[config.mk]
export PLATFORM = sky130hd
export DESIGN_NAME = adsr_envelope_poly
export DESIGN_NICKNAME = d
export VERILOG_FILES = /design/src/rtl/adsr_pkg.sv /design/src/rtl/adsr_rate_table.sv /design/src/rtl/adsr_envelope_poly.sv
export SDC_FILE = /design/constraint.sdc
export NUM_CORES = 1
export LEC_CHECK = 0
export BUFFER_PORTS_ARGS = -buffer_cell sky130_fd_sc_hd__buf_2
export CORE_MARGIN = 2
export CORE_UTILIZATION = 56
export CTS_CLUSTER_DIAMETER = 60
export DETAILED_ROUTE_END_ITERATION = 16
export PLACE_DENSITY_LB_ADDON = 0.05
export SLEW_MARGIN = 20
export SYNTH_ARGS = -nofsm -noshare
export SYNTH_HDL_FRONTEND = slang
export SYNTH_SLANG_ARGS = --single-unit
export TNS_END_PERCENT = 5
[constraint.sdc]
create_clock -name clk -period 16.9 [get_ports clk]
set_clock_uncertainty 0.2 [all_clocks]
set_input_delay 3.38 -clock clk [delete_from_list [all_inputs] [get_ports clk]]
set_output_delay 3.38 -clock clk [all_outputs]
set_load 0.01 [all_outputs]
[src/rtl/adsr_pkg.sv]
// rtl/adsr_pkg.sv - states, rate time tables and helper functions shared by the ADSR envelope blocks
package adsr_pkg;

  typedef enum logic [2:0] {
    ST_OFF     = 3'd0,
    ST_ATTACK  = 3'd1,
    ST_DECAY   = 3'd2,
    ST_SUSTAIN = 3'd3,
    ST_RELEASE = 3'd4
  } adsr_state_e;

  localparam logic MODE_ATTACK        = 1'b0;
  localparam logic MODE_DECAY_RELEASE = 1'b1;
  localparam int   DR_TIME_SCALE      = 3;

  function automatic real attack_time(input int code);
    real t;
    case (code)
      0:       t = 0.002;
      1:       t = 0.008;
      2:       t = 0.016;
      3:       t = 0.024;
      4:       t = 0.038;
      5:       t = 0.056;
      6:       t = 0.068;
      7:       t = 0.080;
      8:       t = 0.1;
      9:       t = 0.25;
      10:      t = 0.5;
      11:      t = 0.8;
      12:      t = 1.0;
      13:      t = 3.0;
      14:      t = 5.0;
      default: t = 8.0;
    endcase
    return t;
  endfunction

  // Accumulator step that spans the full 2^acc_bits range in t_s seconds of sample ticks.
  function automatic longint rate_inc(input real t_s, input int acc_bits, input int fs);
    return longint'($rtoi((2.0 ** acc_bits) / (t_s * real'(fs))));
  endfunction

  function automatic logic [15:0] sus_level(input logic [3:0] s_code, input int env_bits);
    logic [15:0] rep;
    rep = {4{s_code}};
    return rep >> (16 - env_bits);
  endfunction

  // Concave curve: steep at first, flattening out; maps 0->0 and max->max.
  function automatic int exp_point(input int x, input int env_bits);
    real m;
    m = (2.0 ** env_bits) - 1.0;
    return $rtoi(m * (1.0 - $exp(-4.0 * real'(x) / m)) / (1.0 - $exp(-4.0)) + 0.5);
  endfunction

endpackage

[src/rtl/adsr_rate_table.sv]
// rtl/adsr_rate_table.sv - maps a 4-bit rate code and mode to a phase accumulator increment
module adsr_rate_table #(
  parameter int ACC_BITS        = 26,
  parameter int SAMPLE_CLK_FREQ = 44100
) (
  input  logic [3:0]          code_i,
  input  logic                mode_i,
  output logic [ACC_BITS-1:0] inc_o
);
  import adsr_pkg::*;

  logic [ACC_BITS-1:0] inc_a_tab  [16];
  logic [ACC_BITS-1:0] inc_dr_tab [16];

  for (genvar c = 0; c < 16; c++) begin : g_tab
    localparam logic [ACC_BITS-1:0] INC_A =
      ACC_BITS'(rate_inc(attack_time(c), ACC_BITS, SAMPLE_CLK_FREQ));
    localparam logic [ACC_BITS-1:0] INC_DR =
      ACC_BITS'(rate_inc(attack_time(c) * real'(DR_TIME_SCALE), ACC_BITS, SAMPLE_CLK_FREQ));
    assign inc_a_tab[c]  = INC_A;
    assign inc_dr_tab[c] = INC_DR;
  end

  assign inc_o = (mode_i == MODE_ATTACK) ? inc_a_tab[code_i] : inc_dr_tab[code_i];

endmodule

[src/rtl/adsr_envelope_poly.sv]
// rtl/adsr_envelope_poly.sv - time-multiplexed polyphonic ADSR envelope; ADSR_EXP_CURVE_EN selects exponential decay/release
module adsr_envelope_poly #(
  parameter int NUM_VOICES      = 4,
  parameter int ENV_BITS        = 8,
  parameter int ACC_BITS        = 26,
  parameter int SAMPLE_CLK_FREQ = 44100
) (
  input  logic                                                clk,
  input  logic                                                rst,
  input  logic                                                sample_en,
  input  logic [NUM_VOICES-1:0]                               gate,
  input  logic [4*NUM_VOICES-1:0]                             a,
  input  logic [4*NUM_VOICES-1:0]                             d,
  input  logic [4*NUM_VOICES-1:0]                             s,
  input  logic [4*NUM_VOICES-1:0]                             r,
  output logic                                                env_valid,
  output logic [$clog2((NUM_VOICES > 1) ? NUM_VOICES : 2)-1:0] env_voice,
  output logic [ENV_BITS-1:0]                                 env_amplitude,
  output logic [NUM_VOICES-1:0]                               env_active,
  output logic                                                overrun
);
  import adsr_pkg::*;

  localparam int VW    = $clog2((NUM_VOICES > 1) ? NUM_VOICES : 2);
  localparam int SHIFT = ACC_BITS - ENV_BITS;
  localparam logic [ENV_BITS-1:0] MAX_AMP = '1;

  adsr_state_e           state_q [NUM_VOICES];
  logic [ACC_BITS:0]     acc_q   [NUM_VOICES];
  logic [ENV_BITS-1:0]   amp_q   [NUM_VOICES];
  logic [ENV_BITS-1:0]   rel_q   [NUM_VOICES];
  logic [NUM_VOICES-1:0] prev_gate_q;
  logic                  busy_q;
  logic [VW-1:0]         slot_q;
  logic                  env_valid_q;
  logic [VW-1:0]         env_voice_q;
  logic [ENV_BITS-1:0]   env_amp_q;
  logic                  overrun_q;

  logic          start, proc;
  logic [VW-1:0] cur;

  assign start = sample_en & ~busy_q;
  assign proc  = start | busy_q;
  assign cur   = busy_q ? slot_q : '0;

  adsr_state_e         cur_state;
  logic [ACC_BITS:0]   cur_acc;
  logic [ENV_BITS-1:0] cur_amp, cur_rel;
  logic                cur_gate, cur_pg;
  logic [3:0]          a_n, d_n, s_n, r_n;

  always_comb begin
    cur_state = ST_OFF;
    cur_acc   = '0;
    cur_amp   = '0;
    cur_rel   = '0;
    cur_gate  = 1'b0;
    cur_pg    = 1'b0;
    a_n       = '0;
    d_n       = '0;
    s_n       = '0;
    r_n       = '0;
    for (int i = 0; i < NUM_VOICES; i++) begin
      if (cur == VW'(i)) begin
        cur_state = state_q[i];
        cur_acc   = acc_q[i];
        cur_amp   = amp_q[i];
        cur_rel   = rel_q[i];
        cur_gate  = gate[i];
        cur_pg    = prev_gate_q[i];
        a_n       = a[4*i +: 4];
        d_n       = d[4*i +: 4];
        s_n       = s[4*i +: 4];
        r_n       = r[4*i +: 4];
      end
    end
  end

  // One shared rate lookup: only the active state's code matters in a slot.
  logic [3:0]          rate_code;
  logic                rate_mode;
  logic [ACC_BITS-1:0] inc;

  assign rate_mode = (cur_state == ST_ATTACK) ? MODE_ATTACK : MODE_DECAY_RELEASE;
  assign rate_code = (cur_state == ST_ATTACK) ? a_n :
                     (cur_state == ST_DECAY)  ? d_n : r_n;

  adsr_rate_table #(
    .ACC_BITS        (ACC_BITS),
    .SAMPLE_CLK_FREQ (SAMPLE_CLK_FREQ)
  ) u_rate (
    .code_i (rate_code),
    .mode_i (rate_mode),
    .inc_o  (inc)
  );

  logic [ENV_BITS-1:0] sus, top, curve;

  assign sus = ENV_BITS'(sus_level(s_n, ENV_BITS));
  assign top = cur_acc[ACC_BITS-1 -: ENV_BITS];

`ifdef ADSR_EXP_CURVE_EN
  logic [ENV_BITS-1:0] exp_tab [2**ENV_BITS];
  for (genvar k = 0; k < 2**ENV_BITS; k++) begin : g_exp
    localparam logic [ENV_BITS-1:0] EXP_K = ENV_BITS'(exp_point(k, ENV_BITS));
    assign exp_tab[k] = EXP_K;
  end
  assign curve = exp_tab[top];
`else
  assign curve = top;
`endif

  logic [2*ENV_BITS-1:0] dec_prod, rel_prod;
  logic [ENV_BITS-1:0]   dec_amp, rel_amp;

  assign dec_prod = {{ENV_BITS{1'b0}}, MAX_AMP - sus} * {{ENV_BITS{1'b0}}, curve};
  assign rel_prod = {{ENV_BITS{1'b0}}, cur_rel} * {{ENV_BITS{1'b0}}, curve};
  assign dec_amp  = MAX_AMP - dec_prod[2*ENV_BITS-1 -: ENV_BITS];
  assign rel_amp  = cur_rel - rel_prod[2*ENV_BITS-1 -: ENV_BITS];

  adsr_state_e         nx_state;
  logic [ACC_BITS:0]   nx_acc;
  logic [ENV_BITS-1:0] nx_amp, nx_rel;
  logic                rise, fall, ovf;

  assign rise = cur_gate & ~cur_pg;
  assign fall = ~cur_gate & cur_pg;
  assign ovf  = cur_acc[ACC_BITS];

  always_comb begin
    nx_state = cur_state;
    nx_acc   = cur_acc;
    nx_amp   = cur_amp;
    nx_rel   = cur_rel;
    if (rise) begin
      nx_state = ST_ATTACK;
      nx_acc   = {1'b0, cur_amp, {SHIFT{1'b0}}};
    end else if (fall && (cur_state inside {ST_ATTACK, ST_DECAY, ST_SUSTAIN})) begin
      nx_state = ST_RELEASE;
      nx_rel   = cur_amp;
      nx_acc   = '0;
    end else if (ovf && (cur_state inside {ST_ATTACK, ST_DECAY, ST_RELEASE})) begin
      nx_acc = '0;
      case (cur_state)
        ST_ATTACK: begin nx_state = ST_DECAY;   nx_amp = MAX_AMP; end
        ST_DECAY:  begin nx_state = ST_SUSTAIN; nx_amp = sus;     end
        default:   begin nx_state = ST_OFF;     nx_amp = '0;      end
      endcase
    end else begin
      case (cur_state)
        ST_ATTACK:  begin nx_acc = cur_acc + {1'b0, inc}; nx_amp = top;     end
        ST_DECAY:   begin nx_acc = cur_acc + {1'b0, inc}; nx_amp = dec_amp; end
        ST_SUSTAIN: nx_amp = sus;
        ST_RELEASE: begin nx_acc = cur_acc + {1'b0, inc}; nx_amp = rel_amp; end
        default:    nx_amp = '0;
      endcase
    end
  end

  always_ff @(posedge clk) begin
    if (rst) begin
      for (int i = 0; i < NUM_VOICES; i++) begin
        state_q[i] <= ST_OFF;
        acc_q[i]   <= '0;
        amp_q[i]   <= '0;
        rel_q[i]   <= '0;
      end
      prev_gate_q <= '0;
      busy_q      <= 1'b0;
      slot_q      <= '0;
      env_valid_q <= 1'b0;
      env_voice_q <= '0;
      env_amp_q   <= '0;
      overrun_q   <= 1'b0;
    end else begin
      env_valid_q <= proc;
      if (proc) begin
        for (int i = 0; i < NUM_VOICES; i++) begin
          if (cur == VW'(i)) begin
            state_q[i]     <= nx_state;
            acc_q[i]       <= nx_acc;
            amp_q[i]       <= nx_amp;
            rel_q[i]       <= nx_rel;
            prev_gate_q[i] <= cur_gate;
          end
        end
        env_voice_q <= cur;
        env_amp_q   <= nx_amp;
        if (cur == VW'(NUM_VOICES - 1)) begin
          busy_q <= 1'b0;
        end else begin
          busy_q <= 1'b1;
          slot_q <= cur + VW'(1);
        end
      end
      if (sample_en && busy_q) overrun_q <= 1'b1;
    end
  end

  always_comb begin
    env_active = '0;
    for (int i = 0; i < NUM_VOICES; i++) env_active[i] = (state_q[i] != ST_OFF);
  end

  assign env_valid     = env_valid_q;
  assign env_voice     = env_voice_q;
  assign env_amplitude = env_amp_q;
  assign overrun       = overrun_q;

endmodule

==> flow_summary_export.csv <==
group,metric,value,unit
layout,fin_area,17800,sq um
clock_network,cts_setup_buffers,0,
clock_network,cts.clk_slew.worst_paths,0.06,ns
floorplanning,die_area,30500,sq um
routing,drtPass1Iterations,5,
sta,worstMarginPinSlew,1.24,ns
power_and_ir_drop,switching_share,39.9,%
clock_network,htree_levels,1,
clock_network,clock-sinks,203,
critical_path,cp.buffers_inverters,2,
synth,netlist_area,16300,sq um
sta,maxSlewViolCount,0,
grt,grt_pass1_wl,76900,um
floorplanning,die_w,175,um
floorplanning,placementRows,62,
synth,syn_inst,1892,
grt,first_global_vias,14100,
layout,num-nets-final,2162,
placement,gp_congestion,0.946,
layout,areaGrowthSynthToFinish,9.06,%
grt,grt_max_degree,76,
grt,track_usage,32.3,%
synth,postSynthAreaPerCell,8.63,sq um
synth,ys_warn_count,0,
min_path,hold_depth,2,
synth,synth_ff_type,"edfxtp_1",
power_and_ir_drop,p_per_area,112,nW/um^2
grt,grt_overflow,0,
critical_path,worst_ep_required_time,16.97,ns
routing,ant_nets,0,
clock_network,root_buffer,"clkbuf_16",
synth,synth_top_area_share,33.8,%
grt,antenna_found_initial,0,
clock_network,clock_latency,0.55,ns
clock_network,cts_resized,0,
sta,maxSlewHeadroom,16.6,%
layout,drive_gt1_share,11.2,%
layout,fillers,2556,
min_path,hold_path_class,"reg -> reg",
routing,viasPerCell,6.19,
critical_path,max_stage_delay,0.71,ns
synth,synth_common_cells,"nor2_1, nand2_1, edfxtp_1",
clock_network,clock_path_buffers,3,
run_status,status,"finished, final reports clean",
synth,async_reset_ff_share,0,%
critical_path,path_depth,25,
sta,fmax,106,MHz
synth,yosys.area.top_type,"edfxtp_1",
sta,hold_viol,0,
critical_path,cp_data_arrival_time,9.51,ns
synth,syn_nets,2132,
power_and_ir_drop,leakage,7.52,nW
power_and_ir_drop,p_int,1.20,mW
power_and_ir_drop,combPwrFrac,43.5,%
synth,synth.most_common_cell,"nor2_1",
routing,drt-total-wl,49200,um
critical_path,crit_fanout,75,
synth,yosys_register_bits,203,
clock_network,cts_buffers,25,
job,cap_violations,0,
critical_path,start_kind,"register",
routing,wl_per_cell,21.2,um
power_and_ir_drop,vdd_ir_drop_max,0.105,mV
placement,dp_hpwl,34200,um
clock_network,ctsHoldBuffers,0,
power_and_ir_drop,p_sw,0.797,mW
floorplanning,initial_utilization,56.9,%
critical_path,cpLargestDelayFamily,"compound AO/OA/AOI/OAI gates",
sta,rsz0062_at_grt,"no",
placement,placed_area,17000,sq um
placement,port_buffers,86,
sta,timing.final.crit_share,55.8,%
routing,drc,0,
synth,synth_cell_type_count,99,
floorplanning,die_y,175,um
critical_path,path_class,"reg -> reg",
critical_path,end_kind,"register",
critical_path,cpMostUsedCell,"o21ai_0",
routing,vias,14400,
layout,diodes,0,
synth,synth_area_leaders,"edfxtp_1, nor2_1, fa_1",
sta,setup_viol,0,
clock_network,cts_tree,"done",
synth,yosysSeqAreaShare,36.2,%
floorplanning,pin_count,87,
routing,dr.first_iter.drc_count,1254,
floorplanning,core-area,28700,sq um
power_and_ir_drop,clkPwrFrac,26.6,%
synth,synth-edff-count,184,
sta,hold_ws,0.250,ns
sta,fin_setup_tns,0,ns
sta,finalWorstPathRequiredPeriod,9.44,ns
critical_path,ff2ff_path_depth,25,
power_and_ir_drop,seqPwrFrac,29.9,%
critical_path,critPathSlowestCell,"buf_4",
logic make-up after synthesis:
| group | share of synthesized area [%] |
|---|---|
| buffers and inverters | 6.22 |
| multiplexers | 0.743 |
| AND/OR/NAND/NOR | 20.3 |
| adder cells (fa/ha/maj) | 16.1 |
| flip-flops | 36.2 |
| AO/OA/AOI/OAI | 18.9 |
| XOR/XNOR | 1.59 |
cell type report:
| class | count | area [sq um] | area share [%] |
|---|---|---|---|
| tap | 384 | 480 | 2.70 |
| clock inverter | 16 | 165 | 0.927 |
| sequential | 203 | 5910 | 33.2 |
| timing repair buffer | 113 | 633 | 3.55 |
| multi-input combinational | 1444 | 9480 | 53.2 |
| clock buffer | 30 | 644 | 3.62 |
| inverter | 135 | 509 | 2.86 |
flip-flops by register name, summed over array words and instances, names as in the netlist:
register,flops
acc_q,108
amp_q,32
busy_q,1
env_amplitude,8
env_valid,1
env_voice,2
overrun,1
prev_gate_q,4
rel_q,32
slot_q,2
state_q,12
power groups by stage:
stage	Sequential [mW]	Combinational [mW]	Clock, mW
floorplan	0.605	0.618	0
global placement	0.605	0.843	0
detailed placement	0.606	0.852	0
CTS	0.596	0.858	0.534
global route	0.599	0.960	0.553
finish	0.596	0.868	0.531
through the flow:
stage,setup WS [ns],cells,power [mW],utilization (%)
after floorplan,8.38,1892,1.22,-
after global placement,7.54,2279,1.45,59.2
after detailed placement,7.42,2279,1.46,59.2
after CTS,7.53,2325,1.99,62.1
after global routing,6.82,2325,2.11,62.1
final,7.46,2325,2.00,62.1
cell usage in the layout, fill, tap and decap left out, drive strengths merged, types with 9 or more instances in the layout:
cell type	instances
dfxtp	19
a211oi	18
a21o	25
nor2	399
a21oi	171
edfxtp	184
buf	113
nand3	15
or3	9
ha	101
fa	68
o21ai	110
and3	11
nand2	195
nand2b	18
nor2b	14
o211ai	23
xnor2	20
inv	140
o22ai	15
nor3	25
or2	16
nand3b	18
clkbuf	30
o21a	14
nor4	9
layer usage:
layer | vias up | track usage (%) | share of wire, %
met5 | - | 0 | 0
met4 | 0 | 12.4 | 4.0
met3 | 130 | 5.07 | 7.9
met2 | 622 | 55.8 | 49
met1 | 6963 | 40.7 | 39
li1 | 6673 | - | -
path summary, 6_finish.rpt:
check,from,to,slack [ns]
hold reg to reg,env_amplitude[2],env_amplitude[2],0.25
setup reg to reg,busy_q,acc_q[0][19],7.46
setup / recovery,busy_q,acc_q[0][19],7.46
hold / removal,env_amplitude[2],env_amplitude[2],0.25
tightest hold or removal path, delay by kind of cell (launching register included):
| kind | cells | cell delay [ns] |
|---|---|---|
| AND/OR/NAND/NOR | 1 | 0.05 |
| flip-flops | 1 | 0.31 |
| AO/OA/AOI/OAI | 1 | 0.05 |
(Power assumes the default switching activity.)
